## config.mk

```make
export PLATFORM = sky130hd
export DESIGN_NAME = dma_timing_fsm_flat
export DESIGN_NICKNAME = d
export VERILOG_FILES = /design/src/rtl/dma_timing_fsm_pkg.sv /design/src/rtl/dma_timing_fsm_if.sv /design/src/rtl/dma_timing_fsm_addr_count.sv /design/src/rtl/dma_timing_fsm.sv /design/src/flat_wrapper.sv
export SDC_FILE = /design/constraint.sdc
export NUM_CORES = 1
export LEC_CHECK = 0
export ABC_AREA = 0
export CORE_MARGIN = 5
export CORE_UTILIZATION = 39
export DETAILED_ROUTE_END_ITERATION = 12
export PLACE_DENSITY = 0.67
export SLEW_MARGIN = 20
export SYNTH_ARGS = -nofsm -noshare
export SYNTH_HDL_FRONTEND = slang
export SYNTH_SLANG_ARGS = --single-unit
```

## constraint.sdc

```tcl
create_clock -name CLK -period 2.9 [get_ports CLK]
set_input_delay 0.725 -clock CLK [delete_from_list [all_inputs] [get_ports CLK]]
set_output_delay 0.725 -clock CLK [all_outputs]
set_load 0.01 [all_outputs]
```

## src/rtl/dma_timing_fsm_pkg.sv

```systemverilog
// ---------------------------------------------------------------------------
// dma_timing_fsm_pkg
// Shared types and constants for the 8237A-style active-cycle timing engine.
//   dma_state_e  : SI/S0/S1/S2/S3/SW/S4 timing states
//   xfer_type_e  : verify / write (IO->mem) / read (mem->IO) / illegal
//   svc_mode_e   : demand / single / block / cascade
//   strobe_t     : the four active-low command strobes as one bundle
//   decode_xfer(): folds the illegal transfer type onto verify
// ---------------------------------------------------------------------------
package dma_timing_fsm_pkg;

    typedef enum logic [2:0] {
        SI = 3'd0,
        S0 = 3'd1,
        S1 = 3'd2,
        S2 = 3'd3,
        S3 = 3'd4,
        SW = 3'd5,
        S4 = 3'd6
    } dma_state_e;

    typedef enum logic [1:0] {
        XFER_VERIFY  = 2'b00,
        XFER_WRITE   = 2'b01,
        XFER_READ    = 2'b10,
        XFER_ILLEGAL = 2'b11
    } xfer_type_e;

    typedef enum logic [1:0] {
        SVC_DEMAND  = 2'b00,
        SVC_SINGLE  = 2'b01,
        SVC_BLOCK   = 2'b10,
        SVC_CASCADE = 2'b11
    } svc_mode_e;

    typedef struct packed {
        logic ior_n;
        logic iow_n;
        logic memr_n;
        logic memw_n;
    } strobe_t;

    // All command strobes released (active low).
    localparam strobe_t STROBES_IDLE = 4'b1111;
    // Internal EOP drive released.
    localparam logic    EOP_IDLE_N   = 1'b1;

    // The illegal code behaves exactly like verify: full timing, no strobes.
    function automatic xfer_type_e decode_xfer(input logic [1:0] raw);
        if (raw == 2'b11) begin
            decode_xfer = XFER_VERIFY;
        end else begin
            decode_xfer = xfer_type_e'(raw);
        end
    endfunction

endpackage

```

## src/rtl/dma_timing_fsm_if.sv

```systemverilog
// ---------------------------------------------------------------------------
// dma_timing_fsm_if
// System-bus handshake and command-strobe bundle of the DMA timing engine.
//   master : the DMA engine (drives HRQ, dack, aen, adstb, strobes, eop_n)
//   slave  : the system side (drives dreq, HLDA, READY, EOP_IN_N)
// Handshake: HRQ/HLDA is a level request/acknowledge pair; the engine holds
// HRQ until it has finished, and only advances out of S0 while HLDA=1.
// READY is a level sampled on each rising edge in S3/SW; a low sample adds
// one wait state.
// ---------------------------------------------------------------------------
interface dma_timing_fsm_if;
    logic dreq;
    logic HLDA;
    logic READY;
    logic EOP_IN_N;
    logic HRQ;
    logic dack;
    logic aen;
    logic adstb;
    logic ior_n;
    logic iow_n;
    logic memr_n;
    logic memw_n;
    logic eop_n;

    modport master (
        input  dreq, HLDA, READY, EOP_IN_N,
        output HRQ, dack, aen, adstb, ior_n, iow_n, memr_n, memw_n, eop_n
    );

    modport slave (
        output dreq, HLDA, READY, EOP_IN_N,
        input  HRQ, dack, aen, adstb, ior_n, iow_n, memr_n, memw_n, eop_n
    );
endinterface

```

## src/rtl/dma_timing_fsm_addr_count.sv

```systemverilog
// ---------------------------------------------------------------------------
// dma_addr_count
// Current address and current word-count registers of the serviced channel.
// Ports:
//   CLK, RESET_N      clock, asynchronous active-low reset (regs clear to 0)
//   i_load            copy base regs into current regs
//   i_step            address +/-1, count -1 (both wrap)
//   i_reload          autoinit reload from base; wins over step and load
//   i_dec             1 = decrement address on step
//   i_base_addr/count base register values
//   o_addr, o_count   current registers
//   o_count_zero      count is zero: the coming step is terminal count
//   o_upper_change    the coming step changes the upper address byte
// ---------------------------------------------------------------------------
module dma_addr_count
    import dma_timing_fsm_pkg::*;
#(
    parameter int ADDR_W  = 16,
    parameter int COUNT_W = 16
) (
    input  logic               CLK,
    input  logic               RESET_N,
    input  logic               i_load,
    input  logic               i_step,
    input  logic               i_reload,
    input  logic               i_dec,
    input  logic [ADDR_W-1:0]  i_base_addr,
    input  logic [COUNT_W-1:0] i_base_count,
    output logic [ADDR_W-1:0]  o_addr,
    output logic [COUNT_W-1:0] o_count,
    output logic               o_count_zero,
    output logic               o_upper_change
);

    logic [ADDR_W-1:0]  r_addr;
    logic [COUNT_W-1:0] r_count;
    logic [ADDR_W-1:0]  w_addr_stepped;

    assign w_addr_stepped = i_dec ? (r_addr - ADDR_W'(1)) : (r_addr + ADDR_W'(1));

    always_ff @(posedge CLK or negedge RESET_N) begin
        if (!RESET_N) begin
            r_addr  <= '0;
            r_count <= '0;
        end else if (i_reload) begin
            r_addr  <= i_base_addr;
            r_count <= i_base_count;
        end else if (i_step) begin
            r_addr  <= w_addr_stepped;
            r_count <= r_count - COUNT_W'(1);
        end else if (i_load) begin
            r_addr  <= i_base_addr;
            r_count <= i_base_count;
        end
    end

    assign o_addr         = r_addr;
    assign o_count        = r_count;
    assign o_count_zero   = (r_count == '0);
    // A change in A15..A8 forces a fresh S1 so the upper byte is re-strobed.
    assign o_upper_change = (w_addr_stepped[ADDR_W-1:8] != r_addr[ADDR_W-1:8]);

endmodule

```

## src/rtl/dma_timing_fsm.sv

```systemverilog
// ---------------------------------------------------------------------------
// dma_timing_fsm
// Active-cycle timing and control engine of an 8237A-style DMA controller.
// Sequences SI/S0/S1/S2/S3/SW/S4 for demand, single, block and cascade
// service and drives the command strobes seen by the datapath.
// Ports:
//   CLK, RESET_N   clock, asynchronous active-low reset
//   bus            handshake/strobe bundle (master side)
//   xfer_type      00 verify, 01 write, 10 read, 11 treated as verify
//   svc_mode       00 demand, 01 single, 10 block, 11 cascade
//   autoinit       reload current regs from base on termination
//   addr_dec       1 = decrement address
//   load           copy base regs into current regs (honoured only in SI)
//   base_addr/base_count  base register values
//   addr_out, cur_count   current registers
//   tc             terminal-count pulse (one S4 cycle)
//   busy           high in every state except SI
//   dbg_state      current timing state
// Every bus output is a flop loaded from the decode of the next state, so
// each output equals the decode of the present state with no input-to-output
// combinational path.
// ---------------------------------------------------------------------------
module dma_timing_fsm
    import dma_timing_fsm_pkg::*;
#(
    parameter int ADDR_W  = 16,
    parameter int COUNT_W = 16
) (
    input  logic                CLK,
    input  logic                RESET_N,
    dma_timing_fsm_if.master    bus,
    input  logic [1:0]          xfer_type,
    input  logic [1:0]          svc_mode,
    input  logic                autoinit,
    input  logic                addr_dec,
    input  logic                load,
    input  logic [ADDR_W-1:0]   base_addr,
    input  logic [COUNT_W-1:0]  base_count,
    output logic [ADDR_W-1:0]   addr_out,
    output logic [COUNT_W-1:0]  cur_count,
    output logic                tc,
    output logic                busy,
    output dma_state_e          dbg_state
);

    dma_state_e r_state;
    dma_state_e w_next_state;
    xfer_type_e w_xfer;
    svc_mode_e  w_svc;

    logic w_count_zero;
    logic w_upper_change;
    logic w_terminate;
    logic w_reload;
    logic w_step;
    logic w_load_en;
    logic r_eop_seen;

    logic    r_hrq, r_dack, r_aen, r_adstb, r_tc, r_eop_n, r_busy;
    strobe_t r_strobes;
    logic    w_hrq, w_dack, w_aen, w_adstb, w_tc, w_eop_n, w_busy;
    logic    w_rd_phase, w_wr_phase;
    strobe_t w_strobes;

    assign w_xfer = decode_xfer(xfer_type);
    assign w_svc  = svc_mode_e'(svc_mode);

    // Termination is decided in S4: TC on this word, or EOP seen earlier.
    assign w_terminate = (r_state == S4) && (w_count_zero || r_eop_seen);
    assign w_reload    = w_terminate && autoinit;
    assign w_step      = (r_state == S4) && !w_reload;
    assign w_load_en   = (r_state == SI) && load;

    dma_addr_count #(
        .ADDR_W  (ADDR_W),
        .COUNT_W (COUNT_W)
    ) u_addr_count (
        .CLK            (CLK),
        .RESET_N        (RESET_N),
        .i_load         (w_load_en),
        .i_step         (w_step),
        .i_reload       (w_reload),
        .i_dec          (addr_dec),
        .i_base_addr    (base_addr),
        .i_base_count   (base_count),
        .o_addr         (addr_out),
        .o_count        (cur_count),
        .o_count_zero   (w_count_zero),
        .o_upper_change (w_upper_change)
    );

    // External EOP is latched in S2/S3/SW and consumed by the following S4.
    always_ff @(posedge CLK or negedge RESET_N) begin
        if (!RESET_N) begin
            r_eop_seen <= 1'b0;
        end else if ((r_state == S4) || (r_state == SI)) begin
            r_eop_seen <= 1'b0;
        end else if (((r_state == S2) || (r_state == S3) || (r_state == SW))
                     && !bus.EOP_IN_N) begin
            r_eop_seen <= 1'b1;
        end
    end

    always_ff @(posedge CLK or negedge RESET_N) begin
        if (!RESET_N) begin
            r_state <= SI;
        end else begin
            r_state <= w_next_state;
        end
    end

    always_comb begin
        w_next_state = r_state;
        case (r_state)
            SI: begin
                if (bus.dreq) begin
                    w_next_state = S0;
                end
            end
            S0: begin
                if (!bus.dreq) begin
                    w_next_state = SI;
                end else if (bus.HLDA && (w_svc != SVC_CASCADE)) begin
                    w_next_state = S1;
                end
            end
            S1: w_next_state = S2;
            S2: w_next_state = S3;
            S3: w_next_state = bus.READY ? S4 : SW;
            SW: w_next_state = bus.READY ? S4 : SW;
            S4: begin
                if (w_terminate) begin
                    w_next_state = SI;
                end else begin
                    case (w_svc)
                        SVC_BLOCK:  w_next_state = w_upper_change ? S1 : S2;
                        SVC_DEMAND: begin
                            if (bus.dreq) begin
                                w_next_state = w_upper_change ? S1 : S2;
                            end else begin
                                w_next_state = SI;
                            end
                        end
                        default:    w_next_state = SI;
                    endcase
                end
            end
            default: w_next_state = SI;
        endcase
    end

    // Output decode of the state being entered; registered below.
    always_comb begin
        w_rd_phase = (w_next_state == S2) || (w_next_state == S3) || (w_next_state == SW);
        w_wr_phase = (w_next_state == S3) || (w_next_state == SW);
        w_hrq      = (w_next_state != SI);
        w_busy     = (w_next_state != SI);
        w_aen      = (w_next_state == S1) || w_rd_phase || (w_next_state == S4);
        w_adstb    = (w_next_state == S1);
        w_dack     = w_aen;
        // Cascade: the acknowledge is passed straight through to the slave.
        if ((w_next_state == S0) && (w_svc == SVC_CASCADE)) begin
            w_dack = bus.HLDA && bus.dreq;
        end
        // Count is stable from S3/SW into S4, so zero here means TC in S4.
        w_tc       = (w_next_state == S4) && w_count_zero;
        w_eop_n    = w_tc ? 1'b0 : EOP_IDLE_N;
        w_strobes  = STROBES_IDLE;
        case (w_xfer)
            XFER_WRITE: begin
                w_strobes.ior_n  = !w_rd_phase;
                w_strobes.memw_n = !w_wr_phase;
            end
            XFER_READ: begin
                w_strobes.memr_n = !w_rd_phase;
                w_strobes.iow_n  = !w_wr_phase;
            end
            default: w_strobes = STROBES_IDLE;
        endcase
    end

    always_ff @(posedge CLK or negedge RESET_N) begin
        if (!RESET_N) begin
            r_hrq     <= 1'b0;
            r_dack    <= 1'b0;
            r_aen     <= 1'b0;
            r_adstb   <= 1'b0;
            r_tc      <= 1'b0;
            r_eop_n   <= EOP_IDLE_N;
            r_busy    <= 1'b0;
            r_strobes <= STROBES_IDLE;
        end else begin
            r_hrq     <= w_hrq;
            r_dack    <= w_dack;
            r_aen     <= w_aen;
            r_adstb   <= w_adstb;
            r_tc      <= w_tc;
            r_eop_n   <= w_eop_n;
            r_busy    <= w_busy;
            r_strobes <= w_strobes;
        end
    end

    assign bus.HRQ    = r_hrq;
    assign bus.dack   = r_dack;
    assign bus.aen    = r_aen;
    assign bus.adstb  = r_adstb;
    assign bus.ior_n  = r_strobes.ior_n;
    assign bus.iow_n  = r_strobes.iow_n;
    assign bus.memr_n = r_strobes.memr_n;
    assign bus.memw_n = r_strobes.memw_n;
    assign bus.eop_n  = r_eop_n;
    assign tc         = r_tc;
    assign busy       = r_busy;
    assign dbg_state  = r_state;

endmodule

```

## src/flat_wrapper.sv

```systemverilog
// flat-port wrapper written by rule: the top's interface ports become plain ports
module dma_timing_fsm_flat import dma_timing_fsm_pkg::*;
#(
    parameter int ADDR_W  = 16,
    parameter int COUNT_W = 16
)
  (CLK, RESET_N, xfer_type, svc_mode, autoinit, addr_dec, load, base_addr, base_count, addr_out, cur_count, tc, busy, dbg_state, bus_dreq, bus_HLDA, bus_READY, bus_EOP_IN_N, bus_HRQ, bus_dack, bus_aen, bus_adstb, bus_ior_n, bus_iow_n, bus_memr_n, bus_memw_n, bus_eop_n);
  dma_timing_fsm_if bus_i ();
  input  logic CLK;
  input  logic RESET_N;
  input  logic [1:0] xfer_type;
  input  logic [1:0] svc_mode;
  input  logic autoinit;
  input  logic addr_dec;
  input  logic load;
  input  logic [ADDR_W-1:0] base_addr;
  input  logic [COUNT_W-1:0] base_count;
  output logic [ADDR_W-1:0] addr_out;
  output logic [COUNT_W-1:0] cur_count;
  output logic tc;
  output logic busy;
  output dma_state_e dbg_state;
  input wire logic [$bits(bus_i.dreq)-1:0] bus_dreq;
  input wire logic [$bits(bus_i.HLDA)-1:0] bus_HLDA;
  input wire logic [$bits(bus_i.READY)-1:0] bus_READY;
  input wire logic [$bits(bus_i.EOP_IN_N)-1:0] bus_EOP_IN_N;
  output wire logic [$bits(bus_i.HRQ)-1:0] bus_HRQ;
  output wire logic [$bits(bus_i.dack)-1:0] bus_dack;
  output wire logic [$bits(bus_i.aen)-1:0] bus_aen;
  output wire logic [$bits(bus_i.adstb)-1:0] bus_adstb;
  output wire logic [$bits(bus_i.ior_n)-1:0] bus_ior_n;
  output wire logic [$bits(bus_i.iow_n)-1:0] bus_iow_n;
  output wire logic [$bits(bus_i.memr_n)-1:0] bus_memr_n;
  output wire logic [$bits(bus_i.memw_n)-1:0] bus_memw_n;
  output wire logic [$bits(bus_i.eop_n)-1:0] bus_eop_n;
  assign bus_i.dreq = bus_dreq;
  assign bus_i.HLDA = bus_HLDA;
  assign bus_i.READY = bus_READY;
  assign bus_i.EOP_IN_N = bus_EOP_IN_N;
  assign bus_HRQ = bus_i.HRQ;
  assign bus_dack = bus_i.dack;
  assign bus_aen = bus_i.aen;
  assign bus_adstb = bus_i.adstb;
  assign bus_ior_n = bus_i.ior_n;
  assign bus_iow_n = bus_i.iow_n;
  assign bus_memr_n = bus_i.memr_n;
  assign bus_memw_n = bus_i.memw_n;
  assign bus_eop_n = bus_i.eop_n;
  dma_timing_fsm #(.ADDR_W(ADDR_W), .COUNT_W(COUNT_W)) u_core (.CLK(CLK), .RESET_N(RESET_N), .bus(bus_i), .xfer_type(xfer_type), .svc_mode(svc_mode), .autoinit(autoinit), .addr_dec(addr_dec), .load(load), .base_addr(base_addr), .base_count(base_count), .addr_out(addr_out), .cur_count(cur_count), .tc(tc), .busy(busy), .dbg_state(dbg_state));
endmodule
```

==> results of run 1 <==
## logic make-up after synthesis
family,count (synthesis)
buffers and inverters,34
AOI/OAI and AO/OA,117
and+or+nand+nor,128
xor gates and xnor gates,22
adders and majority gates,16
DFF,46
muxes,3
## flip-flops by register name (all words and copies together) (netlist names)
| name | cells |
|---|---|
| u_core.r_eop_seen | 1 |
| u_core.bus.adstb | 1 |
| u_core.bus.dack | 1 |
| u_core.u_addr_count.o_addr | 16 |
| u_core.bus.eop_n | 1 |
| u_core.bus.aen | 1 |
| u_core.dbg_state | 3 |
| u_core.bus.memr_n | 1 |
| u_core.bus.HRQ | 1 |
| u_core.bus.iow_n | 1 |
| u_core.bus.memw_n | 1 |
| u_core.bus.ior_n | 1 |
| u_core.tc | 1 |
| u_core.u_addr_count.o_count | 16 |
## worst min path at each step
stage | startpoint | endpoint | slack (ns) | cells after the start
global route | RESET_N | u_core.dbg_state[1] | 0.50 | 1
global placement | u_core.u_addr_count.o_addr[5] | u_core.u_addr_count.o_addr[5] | 0.51 | 2
finish | RESET_N | u_core.dbg_state[1] | 0.46 | 1
CTS | RESET_N | u_core.dbg_state[2] | 0.47 | 1
detailed placement | u_core.u_addr_count.o_addr[5] | u_core.u_addr_count.o_addr[5] | 0.51 | 2
floorplan | RESET_N | u_core.bus.HRQ | 0.43 | 0
## cells in the mapped netlist (7+ instances only)
master   count  share of area [%]
nand4_1      8                1.6
nand3_1     11                1.7
nand2_1     37                4.3
nor2b_1      7                1.4
nor3_1      11                1.7
o21ai_1      7                1.1
xnor2_1     15                4.1
ha_1        15                5.8
a21oi_1     23                3.6
a221o_1     14                4.4
inv_1       11                1.3
a21o_1       7                1.6
buf_2       12                1.9
dfrtp_1     41                 32
o21ai_0     25                3.9
nor2_1      27                3.1
## critical path: cells and delay by family
| family | cells | cell delay, ns |
|---|---|---|
| xor+xnor | 1 | 0.13 |
| simple gates | 3 | 0.73 |
| fa+ha+maj | 1 | 0.34 |
| buf+inv | 2 | 0.22 |
| compound gates | 4 | 0.99 |
## per-layer routing
metal,part of all wire [%],track usage (%),vias to the layer above
li1,-,-,1629
met1,42,22.9,1599
met2,50,33.0,89
met3,6.3,4.15,12
met4,1.9,6.11,0
met5,0,0,-
## cell type report
cell class	count	area (sq um)	area share [%]
clock inverter	2	37.5	0.774
clock buffer	6	72.6	1.50
timing repair buffer	156	1410	29.2
inverter	11	41.3	0.851
sequential	46	1160	23.9
multi-input combinational	286	2000	41.2
tap	105	131	2.71
## placed cells by master (no fill, tap or decap), drive strengths merged, types with 2 or more instances in the layout
cell type      netlist  layout
nor3                12      12
a22oi                6       6
a221o               15      15
o32ai                2       2
nand4                8       8
mux2                 2       2
dfrtp               41      41
nand2b               4       4
buf                 15      68
nor2b                7       7
o21ai               33      33
clkdlybuf4s50        0      88
nand2               37      37
and3                 3       3
xor2                 6       6
nand3               11      11
a31oi                6       6
a211oi               4       4
a21oi               24      24
inv                 11      11
a211o                3       3
a2111oi              2       2
o211ai               5       5
xnor2               15      15
or2                  2       2
a21o                 7       7
dfstp                5       5
or4                  2       2
ha                  15      15
o21a                 2       2
nor2                29      29
nor4                 5       5
nor3b                4       4
clkbuf               8       6
## repair_timing
action                                  CTS  global route
cloned                                    1             0
pin swaps                                10            10
buffers inserted                          2             1
gates resized for setup                  13             2
endpoints found under the setup margin    8             5
## power groups by stage
| stage | sequential [W] | combinational [W] | clock (W) |
|---|---|---|---|
| 4_1_cts | 0.00129 | 0.00355 | 0.000507 |
| 2_1_floorplan | 0.00133 | 0.00185 | 0 |
| 3_3_place_gp | 0.00129 | 0.00342 | 0 |
| 5_1_grt | 0.00135 | 0.00391 | 0.000530 |
| 6_report | 0.00130 | 0.00357 | 0.000489 |
| 3_5_place_dp | 0.00130 | 0.00347 | 0 |
## stage by stage
step	instance area [sq um]	total power, W	setup slack (ns)	cells	setup TNS [ns]
6_report	4850	0.00535	-0.0461	612	-0.0923
5_1_grt	4850	0.00579	-0.0854	612	-0.243
4_1_cts	4830	0.00535	-0.0327	611	-0.0597
3_5_place_dp	4650	0.00477	-0.741	600	-5.67
3_3_place_gp	4650	0.00471	-0.660	600	-4.93
2_1_floorplan	3260	0.00318	-0.00909	366	-0.0162
==> summary.txt, run 1 <==
Yosys
  • Synth Area in XOR/XNOR: 6.42%
  • Cell variety after synth: 61
  • Synth Area in Compound Gates: 25.1%
  • Main combinational cell family by area after synthesis: compound AO/OA/AOI/OAI gates
  • Post-synthesis sequential area ratio: 36.0%
  • Async set or reset register ratio after synthesis: 100%
  • Yosys Warn Count: 0
  • Simple-gate share of the synthesized area: 20.2%
  • Ys flop type: dfrtp_1
  • Post-Syn Area: 3220 sq um
  • Mean Syn Cell Area: 8.79 sq um
  • Mux cell area share after synthesis: 1.01%
  • Post-synth EDFFs: 0
  • Number of synthesized register bits: 46
  • Syn_nets: 427
  • Synth Area in Adders: 6.45%
  • Mapped Cells: 366

Critical path
  • CP Capture Type: flop
  • Setup CP Type: in2reg
  • R2R Path Start: u_core.u_addr_count.o_addr[1]
  • Crit path launch: addr_dec
  • Crit path to: u_core.bus.adstb
  • Worst path slowest cell: or4_4
  • Critical path's largest stage delay: 0.56 ns
  • R2R depth: 9
  • Cells along the critical path: buf_8 > buf_6 > fa_2 > a21o_1 > a221o_2 > a21oi_4 > xnor2_2 > nand4_1 > or4_4 > o21ai_4 > nor2b_1
  • CP arrival: 3.14 ns
  • Setup slack, reg-to-reg: 0.10 ns
  • Critical path required time: 3.09 ns
  • Critical path fanouts, max: 4
  • CP startpoint kind: input pin
  • Reg2reg end: u_core.bus.adstb

CTS
  • Max clock buf depth: 2
  • Clock sink total: 46
  • H-tree depth: 2
  • Clock Latency Late Sink: 0.30 ns
  • Clk slew on worst S/H paths: 0.09 ns
  • Hold-fix buffers, CTS: 0
  • Root buf cell: clkbuf_8
  • Total CTS buffers: 5
  • CTS tree: done

Power and ir drop
  • Int Pwr: 0.00315 W
  • Pleak: 2.04 nW
  • Clock Power Share: 9.1%
  • PD cells: 1100 nW/um^2
  • Logic pwr share: 66.7%
  • Switching Fraction: 41.2%
  • Sw Pwr: 0.00221 W
  • Sequential power share: 24.2%
  • Peak VDD IR: 0.546 mV

Timing
  • Hold Violations, Final: 0
  • Final worst slack: -0.0461 ns
  • Final Skew: 0.00900 ns
  • Final Critical Period: 2.95 ns
  • RSZ-0062 raised after global routing: yes
  • Final period util: 102%
  • Tightest Pin Transition: 0.683 ns
  • Fin. max-slew vios: 0
  • Hold Worst Slack: 0.456 ns
  • Setup violations, final: 3
  • Slew HR: 54.5%
  • Peak Freq: 339 MHz

Flow run
  • Max Cap Viol: 0

Die
  • Starting Density: 39.6%
  • Die Y: 101 um
  • DIE WIDTH: 101 um
  • Die footprint: 10200 sq um
  • Num rows: 33
  • Io pins: 91
  • Core area: 8130 sq um

Global route
  • Pin count of the biggest net entering global routing: 50
  • Vias in the first global route: 3317
  • First-pass GRT wire length: 15.7 mm
  • Global Route Usage Sum: 18.9%
  • Initial antenna violation count: 0
  • GRT overflow: 0

Final layout
  • Antenna diodes: 0
  • Syn-to-layout area delta: 50.7%
  • Fillcell total: 706
  • Final Util: 59.6%
  • Share of cells above drive strength 1: 20.3%
  • Nets@finish: 567

Status
  • Status: finished with violations
  • Failing checks: negative setup slack

Route
  • Iter 0 DRT Violations: 135
  • Detailed-route vias per instance: 5.44
  • Via count: 3329
  • Detail Route Antenna Nets: 0
  • Drt total wl: 9.46 mm
  • DRC: 0
  • Avg WL per Cell: 15.4 um
  • DRT Pass-1 Iters: 4

Placed design
  • HPWL after detailed placement: 7.33 mm
  • PortBufs: 90
  • RePlAce Congestion: 0.882

Worst hold path
  • Path category of the worst min-delay check: in2async
No activity file was read; power rests on OpenSTA's default activity.
==> run 2: changes to the inputs <==
- ABC_CLOCK_PERIOD_IN_PS: unset -> 2900
- CORE_ASPECT_RATIO: unset -> 1.1
==> summary.txt, run 2 (synthesis gave the netlist of run 1 again) <==
Route
  • Via count: 3327 (-0.060%)
  • Avg WL per Cell: 15.6 um (+0.86%)
  • Iter 0 DRT Violations: 130 (-3.7%)
  • DRT Pass-1 Iters: 5 (+1)
  • Detail Route Antenna Nets: 0 (unchanged)
  • Drt total wl: 9.63 mm (+1.9%)
  • DRC: 0 (unchanged)
  • Detailed-route vias per instance: 5.38 (-1.0%)

Die
  • Die Y: 105 um (+4.4%)
  • Die footprint: 10200 sq um (about the same)
  • Starting Density: 40.2% (+0.67 points)
  • Num rows: 34 (+3.0%)
  • DIE WIDTH: 96.6 um (-4.2%)
  • Core area: 8000 sq um (-1.7%)
  • Io pins: 91 (unchanged)

Global route
  • Vias in the first global route: 3420 (+3.1%)
  • Initial antenna violation count: 0 (unchanged)
  • First-pass GRT wire length: 16.3 mm (+3.9%)
  • Global Route Usage Sum: 19.1% (+0.21 points)
  • Pin count of the biggest net entering global routing: 28 (-44%)
  • GRT overflow: 0 (unchanged)

CTS
  • Root buf cell: clkbuf_8
  • Total CTS buffers: 5 (unchanged)
  • Clk slew on worst S/H paths: 0.09 ns (about the same)
  • Clock Latency Late Sink: 0.30 ns (about the same)
  • Clock sink total: 46 (unchanged)
  • Hold-fix buffers, CTS: 0 (unchanged)
  • Max clock buf depth: 2 (unchanged)
  • H-tree depth: 2 (unchanged)
  • CTS tree: done

Final layout
  • Nets@finish: 570 (+0.53%)
  • Commonest non-fill, non-tap cell in the layout: clkdlybuf4s50_1
  • Final Util: 60.5% (+0.86 points)
  • Most frequent cells in the layout: clkdlybuf4s50_1 (88), buf_4 (66), dfrtp_1 (41)
  • Share of cells above drive strength 1: 20.4% (+0.077 points)
  • Final Cell Area: 4840 sq um (-0.26%)
  • Syn-to-layout area delta: 50.3%
  • Antenna diodes: 0 (unchanged)

Critical path
  • Reg2reg end: u_core.bus.HRQ
  • R2R depth: 10 (+1)
  • R2R Path Start: u_core.u_addr_count.o_addr[1]
  • CP arrival: 3.17 ns (+0.03 ns)
  • CP startpoint kind: input pin
  • Setup slack, reg-to-reg: 0.11 ns (about the same)
  • Critical path fanouts, max: 4 (unchanged)
  • Critical path required time: 3.14 ns (+0.05 ns)
  • Setup CP Type: in2reg
  • CP Capture Type: flop

Timing
  • Final Critical Period: 2.93 ns (-0.0161 ns)
  • Setup violations, final: 2 (-1)
  • Final period util: 101% (-0.56 points)
  • Slew HR: 67.8% (+13 points)
  • Hold Violations, Final: 0 (unchanged)
  • Fin. max-slew vios: 0 (unchanged)
  • Tightest Pin Transition: 0.478 ns (-0.205 ns)
  • Fin Setup TNS: -0.0557 ns (+0.0365 ns)
  • Peak Freq: 341 MHz (+0.55%)
  • Final Skew: 0.00824 ns (-0.000759 ns)
  • Final worst slack: -0.0300 ns (+0.0161 ns)
  • Hold Worst Slack: 0.371 ns (-0.0849 ns)
  • RSZ-0062 raised after global routing: yes

Placed design
  • RePlAce Congestion: 0.839 (-4.8%)
  • HPWL after detailed placement: 7.52 mm (+2.6%)
  • PortBufs: 90 (unchanged)
  • Post-DP Area: 4670 sq um (+0.46%)

Power and ir drop
  • Peak VDD IR: 0.502 mV (-8.1%)
  • PD cells: 1110 nW/um^2 (+0.49%)
  • Design Power: 0.00537 W (+0.23%)
  • Pleak: 2.05 nW (+0.50%)

Worst hold path
  • Path category of the worst min-delay check: in2async

Status
  • Failing checks: negative setup slack
  • Status: finished with violations

Flow run
  • Max Cap Viol: 0 (unchanged)
## run 2: cell count changes in the layout (fill, tap and decap cells not counted), sizes merged
cell	change
buf	+3
## run 2: through the flow
step / worst slack [ns] / instances
finish: -0.0300 / 618
global route: -0.113 / 618
CTS: -0.0330 / 616
detailed placement: -0.728 / 607
global placement: -0.658 / 607
floorplan: -0.00909 / 366
## run 2: cell type report
cell class | instances | area, sq um
Clock buffer | 6 | 72.6
Inverter | 11 | 41.3
Multi-Input combinational cell | 286 | 1960
Tap cell | 108 | 135
Timing Repair Buffer | 159 | 1430
Clock inverter | 2 | 37.5
Sequential cell | 46 | 1160
Fill cell | 734 | 3160
## run 2: what timing repair did
action / 4_1_cts / 5_1_grt
setup buffers: 1 / 2
resized for setup: 8 / 5
endpoints found under the setup margin: 8 / 5
pin swaps: 10 / 8
## run 2: power breakdown
group	internal (W)	switching [W]
logic	0.00196	0.00163
registers	0.000930	0.000361
clock network	0.000258	0.000228
## run 2: worst max path at each step
stage,startpoint,endpoint,slack (ns),cells after the start
final,addr_dec,u_core.bus.HRQ,-0.03,12
after global routing,addr_dec,u_core.bus.HRQ,-0.11,12
after CTS,addr_dec,u_core.bus.adstb,-0.03,11
after detailed placement,addr_dec,u_core.bus.adstb,-0.73,12
after global placement,addr_dec,u_core.bus.adstb,-0.66,11
after floorplan,addr_dec,u_core.bus.adstb,-0.009,9
## run 2: worst max-delay path, stage by stage
cell	delay, ns
buf_8	0.10
buf_6	0.12
fa_2	0.33
a21o_1	0.19
a221o_2	0.42
a21oi_4	0.21
buf_6	0.12
o211a_1	0.13
o211ai_1	0.10
or4_4	0.46
o21ai_4	0.15
or2_1	0.11
## run 2: layer usage
metal  up-vias  wire length [um]  track usage [%]
met5         -                 0                0
met4         0               157             5.02
met3        14               459             3.83
met2        90              4850             34.5
met1      1589              4160             23.1
li1       1634                 -                -
